<file path="config.mk">
export PLATFORM = sky130hd
export DESIGN_NAME = rv32m_muldiv
export DESIGN_NICKNAME = d
export VERILOG_FILES = /design/src/rtl/rv32m_muldiv.sv
export SDC_FILE = /design/constraint.sdc
export NUM_CORES = 1
export LEC_CHECK = 0
export CAP_MARGIN = 20
export CORE_ASPECT_RATIO = 1.1
export CORE_MARGIN = 2
export CORE_UTILIZATION = 40
export DETAILED_ROUTE_END_ITERATION = 10
export HOLD_SLACK_MARGIN = 0.06
export SLEW_MARGIN = 20
export SYNTH_ARGS = -nofsm -noshare
export SYNTH_HDL_FRONTEND = slang
export SYNTH_SLANG_ARGS = --single-unit
</file>
<file path="constraint.sdc">
create_clock -name i_clk -period 12.4 [get_ports i_clk]
set_input_delay 3.72 -clock i_clk [delete_from_list [all_inputs] [get_ports i_clk]]
set_output_delay 3.72 -clock i_clk [all_outputs]
set_load 0.05 [all_outputs]
</file>
<file path="src/rtl/rv32m_muldiv.sv">
// rv32m_muldiv: iterative RV32M multiply/divide execute unit.
// Shift-add multiply and restoring divide on operand magnitudes, one radix-2
// step per cycle, with sign fix-up at the end. Divide-by-zero and signed
// overflow bypass the iteration and complete in a single cycle.
`timescale 1ns/1ps
module rv32m_muldiv #(
  parameter int XLEN = 32
) (
  input  logic            i_clk,
  input  logic            i_rst,
  input  logic            i_start,
  input  logic            i_kill,
  input  logic [2:0]      i_funct3,
  input  logic [XLEN-1:0] i_rs1_val,
  input  logic [XLEN-1:0] i_rs2_val,
  input  logic [4:0]      i_rd,
  output logic            o_busy,
  output logic            o_done,
  output logic [4:0]      o_rd,
  output logic            o_rd_write_control,
  output logic [XLEN-1:0] o_rd_write_val
);

  localparam int CW = $clog2(XLEN);

  typedef enum logic [1:0] {IDLE, BUSY, DONE} state_e;

  state_e          state_q;
  logic [CW-1:0]   count_q;
  logic [XLEN-1:0] accHi_q;
  logic [XLEN-1:0] accLo_q;
  logic [XLEN-1:0] opB_q;
  logic [2:0]      funct3_q;
  logic            negRes_q;
  logic [4:0]      rd_q;
  logic [XLEN-1:0] result_q;

  logic            aSigned, bSigned, aNeg, bNeg, negRes_d;
  logic [XLEN-1:0] aMag, bMag;
  logic            divZero, divOverflow, fastPath;
  logic [XLEN-1:0] fastResult;

  // Decode a new request: operand magnitudes, result sign and fast-path result.
  always_comb begin
    aSigned     = (i_funct3 == 3'd1) || (i_funct3 == 3'd2) ||
                  (i_funct3 == 3'd4) || (i_funct3 == 3'd6);
    bSigned     = (i_funct3 == 3'd1) || (i_funct3 == 3'd4) || (i_funct3 == 3'd6);
    aNeg        = aSigned && i_rs1_val[XLEN-1];
    bNeg        = bSigned && i_rs2_val[XLEN-1];
    aMag        = aNeg ? -i_rs1_val : i_rs1_val;
    bMag        = bNeg ? -i_rs2_val : i_rs2_val;
    negRes_d    = (i_funct3 == 3'd6) ? aNeg : (aNeg ^ bNeg);
    divZero     = (i_rs2_val == '0);
    divOverflow = i_funct3[2] && !i_funct3[0] &&
                  (i_rs1_val == {1'b1, {(XLEN-1){1'b0}}}) &&
                  (i_rs2_val == '1);
    fastPath    = i_funct3[2] && (divZero || divOverflow);
    if (divZero) begin
      fastResult = i_funct3[1] ? i_rs1_val : '1;
    end else begin
      fastResult = i_funct3[1] ? '0 : i_rs1_val;
    end
  end

  logic [XLEN:0]     mulSum;
  logic [XLEN:0]     divShifted;
  logic              divGe;
  logic [XLEN-1:0]   divDiff;
  logic [XLEN-1:0]   iterHi, iterLo;
  logic [2*XLEN-1:0] product, productSigned;
  logic [XLEN-1:0]   finalResult;

  // One radix-2 step of the active operation and the sign-corrected result it yields.
  always_comb begin
    mulSum     = {1'b0, accHi_q} + (accLo_q[0] ? {1'b0, opB_q} : '0);
    divShifted = {accHi_q, accLo_q[XLEN-1]};
    divGe      = (divShifted >= {1'b0, opB_q});
    divDiff    = divShifted[XLEN-1:0] - opB_q;
    if (funct3_q[2]) begin
      iterHi = divGe ? divDiff : divShifted[XLEN-1:0];
      iterLo = {accLo_q[XLEN-2:0], divGe};
    end else begin
      {iterHi, iterLo} = {mulSum, accLo_q[XLEN-1:1]};
    end
    product       = {iterHi, iterLo};
    productSigned = negRes_q ? -product : product;
    if (funct3_q[2]) begin
      if (funct3_q[1]) begin
        finalResult = negRes_q ? -iterHi : iterHi;
      end else begin
        finalResult = negRes_q ? -iterLo : iterLo;
      end
    end else if (funct3_q[1:0] == 2'd0) begin
      finalResult = productSigned[XLEN-1:0];
    end else begin
      finalResult = productSigned[2*XLEN-1:XLEN];
    end
  end

  // Control FSM and datapath registers: accept, iterate, finish, abort.
  always_ff @(posedge i_clk) begin
    if (i_rst) begin
      state_q  <= IDLE;
      count_q  <= '0;
      accHi_q  <= '0;
      accLo_q  <= '0;
      opB_q    <= '0;
      funct3_q <= '0;
      negRes_q <= 1'b0;
      rd_q     <= '0;
      result_q <= '0;
    end else begin
      case (state_q)
        BUSY: begin
          if (i_kill) begin
            state_q <= IDLE;
          end else begin
            accHi_q <= iterHi;
            accLo_q <= iterLo;
            count_q <= count_q + 1'b1;
            if (count_q == CW'(XLEN-1)) begin
              state_q  <= DONE;
              result_q <= finalResult;
            end
          end
        end
        default: begin
          if (i_start && !i_kill) begin
            funct3_q <= i_funct3;
            rd_q     <= i_rd;
            negRes_q <= negRes_d;
            count_q  <= '0;
            accHi_q  <= '0;
            if (i_funct3[2]) begin
              accLo_q <= aMag;
              opB_q   <= bMag;
            end else begin
              accLo_q <= bMag;
              opB_q   <= aMag;
            end
            if (fastPath) begin
              state_q  <= DONE;
              result_q <= fastResult;
            end else begin
              state_q  <= BUSY;
            end
          end else begin
            state_q <= IDLE;
          end
        end
      endcase
    end
  end

  assign o_busy             = (state_q == BUSY);
  assign o_done             = (state_q == DONE);
  assign o_rd               = rd_q;
  assign o_rd_write_control = (state_q == DONE) && (rd_q != 5'd0);
  assign o_rd_write_val     = result_q;

endmodule

</file>
==> flow_results.org <==
** Timing
- The count of endpoints failing hold in the final timing report was 0.
- On the final layout, the worst clock skew is 0.01131 ns.
- Post-route setup TNS :: 0 ns
- Subtracting the final worst setup slack from the clock period gives 8.049 ns.
- Maximum clock frequency :: 124.2 MHz
- Setup repair after global routing left no endpoint under its margin.
- Setup violations remaining at the end of the flow were counted as 0.
- Final period util :: 64.91%
- Worst rel slew slack :: 27.93%
- Fin. max-slew vios :: 0
- Worst Tran Pin Value :: 1.081 ns

** Setup path
- Kind of critical path :: primary input to register
- Cells traversed along the worst timing path :: clkdlybuf4s50_1 > inv_1 > ha_1 > nand2_1 > or3_1 > nor3_1 > nand3_1 > nor3_2 > buf_4 > o21ai_0 > o21ai_0 > and2_1 > nor2_1 > buf_4 > a221oi_1 > a21oi_1
- Worst path arrival time :: 8.38 ns
- Worst Path Max Fanout :: 40
- Worst R2R End :: o_rd_write_val[18]
- The critical path starts at i_rs2_val[0].
- Element type at the critical path end :: register
- Critical path data required time :: 12.73 ns
- Worst reg2reg startpoint :: opB_q[6]
- Buffers & Inverters on Critical Path :: 4
- For this design, the slowest cell found on the critical path is sky130_fd_sc_hd__and2_1.
- Setup slack on the worst reg-to-reg path comes out at 5.77 ns.
- Cell count of the worst reg-to-reg path :: 19
- Critical path launch point type :: primary input
- Broken down by cell family, the worst path's largest delay share belongs to simple AND/OR/NAND/NOR gates.
- For this run, the slowest stage of the critical path takes 0.63 ns.

** Logic synthesis
- Mux share of post-synthesis cell area :: 3.812%
- Main area contributors after synthesis :: sky130_fd_sc_hd__dfxtp_1 (18%), sky130_fd_sc_hd__nand2_1 (6.5%), sky130_fd_sc_hd__a21oi_1 (5.7%)
- Synthesized flop and latch total :: 144
- After synthesis, flip-flops and latches occupy 17.78% of the total area.
- Cell type contributing the most total cell area after synthesis :: sky130_fd_sc_hd__dfxtp_1
- Post-synth top cells :: sky130_fd_sc_hd__nand2_1 (281), sky130_fd_sc_hd__nor2_1 (225), sky130_fd_sc_hd__a21oi_1 (185)
- Share of async-settable or async-resettable flops after synthesis :: 0%
- The synthesized netlist devotes 7.269% of its cell area to adder and majority cells.
- Of the total synthesized cell area, the portion taken by AND, OR, NAND and NOR gates is 24.05%.
- For this run, the leading register cell type out of synthesis is sky130_fd_sc_hd__dfxtp_1.
- Number of instances in the synthesized netlist :: 2311
- The top cell type by area accounts for 17.78% of the synthesized area.
- Dominant combinational cell family by area after synthesis :: compound AO/OA/AOI/OAI gates
- Area of the mapped netlist :: 16220 sq um
- Synth Area in Compound Gates :: 31.82%
- Xor and xnor area share after synthesis :: 9.452%
- Library cell with the highest instance count after synthesis :: sky130_fd_sc_hd__nand2_1
- Total nets after synthesis :: 2460
- During synthesis, Yosys emitted a total of 0 warnings.
- EDFF count, synth :: 0
- After synthesis, the netlist uses 97 different library cells.
- Mean area per synthesized cell :: 7.017 sq um

** GRT
- Maximum number of pins on one net before global-route repair :: 81
- The via count of the first global-routing pass came to 16.74k.
- Total Routing Usage GR :: 32.30%
- Number of antenna violations at the first check in global routing :: 1
- First-pass GRT wire length :: 104000 um
- Overflow after GRT :: 0

** Floorplanning
- Once the floorplan was initialized, standard cells occupied 40.46% of the core.
- Full die area :: 42170 sq um
- The floorplan step set the die width to 196.0 um.
- Row generation in the floorplan step produced 77 rows.
- Die outline height :: 215.2 um
- Core area :: 40080 sq um
- Top-level port count :: 116

** Worst hold path
- Worst Hold Class :: register to register
- Counting instances, the worst hold path has a depth of 2.
- The path with the worst hold slack has its endpoint at o_rd_write_val[24].
- Hold wc startpoint :: o_rd_write_val[24]

** Clock network
- Post-CTS setup repair buffer count :: 0
- Number of cells upsized or downsized after cts :: 0
- In this run, post-CTS hold repair placed 0 buffers.
- For the worst-skew pair, the clock arrives at the later sink with an insertion delay of 0.45 ns.
- The clock passes through at most 2 buffers.
- CTS built an H-tree with a depth of 4.
- Number of buffers created by CTS :: 17
- Root Driver :: sky130_fd_sc_hd__clkbuf_16
- After clock tree synthesis, the clock-pin slew on the worst setup and hold paths is 0.07 ns.
- For this design, the sink count on the clock tree is 144.
- CTS tree :: done

** Placed design
- Last weighted congestion value of the routability-driven placer :: 1.046
- Port buffering added 115 buffers.
- Placed standard-cell area :: 17580 sq um
- Detailed placement ended at an HPWL of 54710 um.

** Drt
- Using the TritonRoute via totals, the vias-per-cell ratio works out to 6.386.
- The first detailed-routing pass took 6 iterations.
- The count of nets left with antenna violations once routing finished came out at 0.
- Post-Route WL :: 69940 um
- Detailed-route DRC error count :: 0
- Vias :: 18.15k
- DR iter-0 viols :: 2033
- Post-DR wirelength/cell :: 24.61 um

** Power
- Across the VDD grid, the largest voltage drop is 97.87 uV.
- Summed over all cells, the static leakage comes to 6.786 nW.
- Power per cell area :: 88.83 nW/um^2
- The design draws 1.613 mW.

** Final layout
- Total inserted antenna cells :: 0
- After routing the design area is 18160 sq um.
- Share of layout cells above drive strength 1 :: 4.852%
- Fillcell total :: 4183
- The area growth from synthesis to layout is 11.97%.
- The net count of the finished layout is 2465.

** Flow run
- Across the run, the number of max-cap violations was 0.

** Status
- Result of the run :: completed
[layout make-up]
type / count / area, sq um / share of cell area (%)
well taps: 513 / 641.9 / 3.535
clock buffers: 18 / 429.2 / 2.364
clock inverters: 14 / 122.6 / 0.6754
inverters: 79 / 296.5 / 1.633
multi-input cells: 1932 / 12420 / 68.40
flip-flops and latches: 144 / 2889 / 15.91
repair buffers: 142 / 1359 / 7.484
[kinds of logic after synthesis]
group           Yosys count
compound gates          768
xor+xnor                175
fa+ha+maj                98
buf+inv                 235
flops                   144
mux                      61
simple gates            830
[sequential cells by signal, summed over array words and instances, names as in the netlist]
name and cells:
accHi_q 32, count_q 5, funct3_q 3, o_rd 5, state_q 2, opB_q 32
negRes_q 1, o_rd_write_val 32, accLo_q 32
[power breakdown]
part,internal [mW],total (mW),switching (mW)
clock network,0.262,0.505,0.243
registers,0.479,0.502,0.0227
logic,0.203,0.606,0.403
total,0.945,1.61,0.668
[metal layers]
metal | track usage [%] | vias up | wire [um]
li1 | - | 8474 | -
met1 | 41.77 | 8704 | 29500
met2 | 52.73 | 818 | 32100
met3 | 3.735 | 152 | 4494
met4 | 16.99 | 0 | 3846
met5 | 0 | - | 0
[cell usage in the layout (no fill, tap or decap), drive strengths merged, types with 9 or more instances in the layout]
| master | n |
|---|---|
| inv | 84 |
| a311oi | 15 |
| o21ai | 168 |
| clkbuf | 18 |
| xnor2 | 94 |
| a211oi | 47 |
| o22ai | 10 |
| nand4 | 37 |
| or2 | 10 |
| xor2 | 81 |
| a21o | 34 |
| nor2b | 14 |
| a211o | 12 |
| dfxtp | 144 |
| buf | 29 |
| a21oi | 187 |
| a31oi | 26 |
| nand3 | 35 |
| or3 | 23 |
| nand2b | 15 |
| maj3 | 25 |
| a21boi | 11 |
| o211ai | 78 |
| o221ai | 11 |
| a221oi | 16 |
| o31ai | 27 |
| o21a | 16 |
| nor4 | 19 |
| mux2i | 55 |
| nor2 | 226 |
| nor3 | 66 |
| clkdlybuf4s50 | 113 |
| and2 | 50 |
| ha | 71 |
| nand3b | 10 |
| nand2 | 281 |
| or4 | 9 |
| a22oi | 35 |
| and3 | 15 |
[worst register-to-register path, delay by kind of cell, from the launching register on]
kind                     cells  cell delay [ns]
adder cells (fa/ha/maj)      2             0.54
XOR/XNOR                     1             0.23
flip-flops                   1             0.46
AO/OA/AOI/OAI                9             2.92
buffers and inverters        3             0.30
AND/OR/NAND/NOR              4             2.09
[how the worst max path moves through the flow]
stage	to	cells past startpoint
floorplan	o_rd_write_val[1]	15
global placement	o_rd_write_val[26]	16
detailed placement	o_rd_write_val[26]	16
CTS	o_rd_write_val[26]	16
global route	o_rd_write_val[26]	16
finish	o_rd_write_val[26]	16
[per-stage QoR]
stage          hold WS [ns]  std cells  setup WS (ns)  util, %
2_1_floorplan        0.4403       2311          5.675        -
3_3_place_gp         0.4503       2809          4.021    43.87
3_5_place_dp         0.4542       2809          3.946    43.87
4_1_cts              0.4632       2841          4.409    45.25
5_1_grt              0.4851       2842          3.915    45.30
6_report             0.4632       2842          4.351    45.30
(Power assumes the default switching activity.)
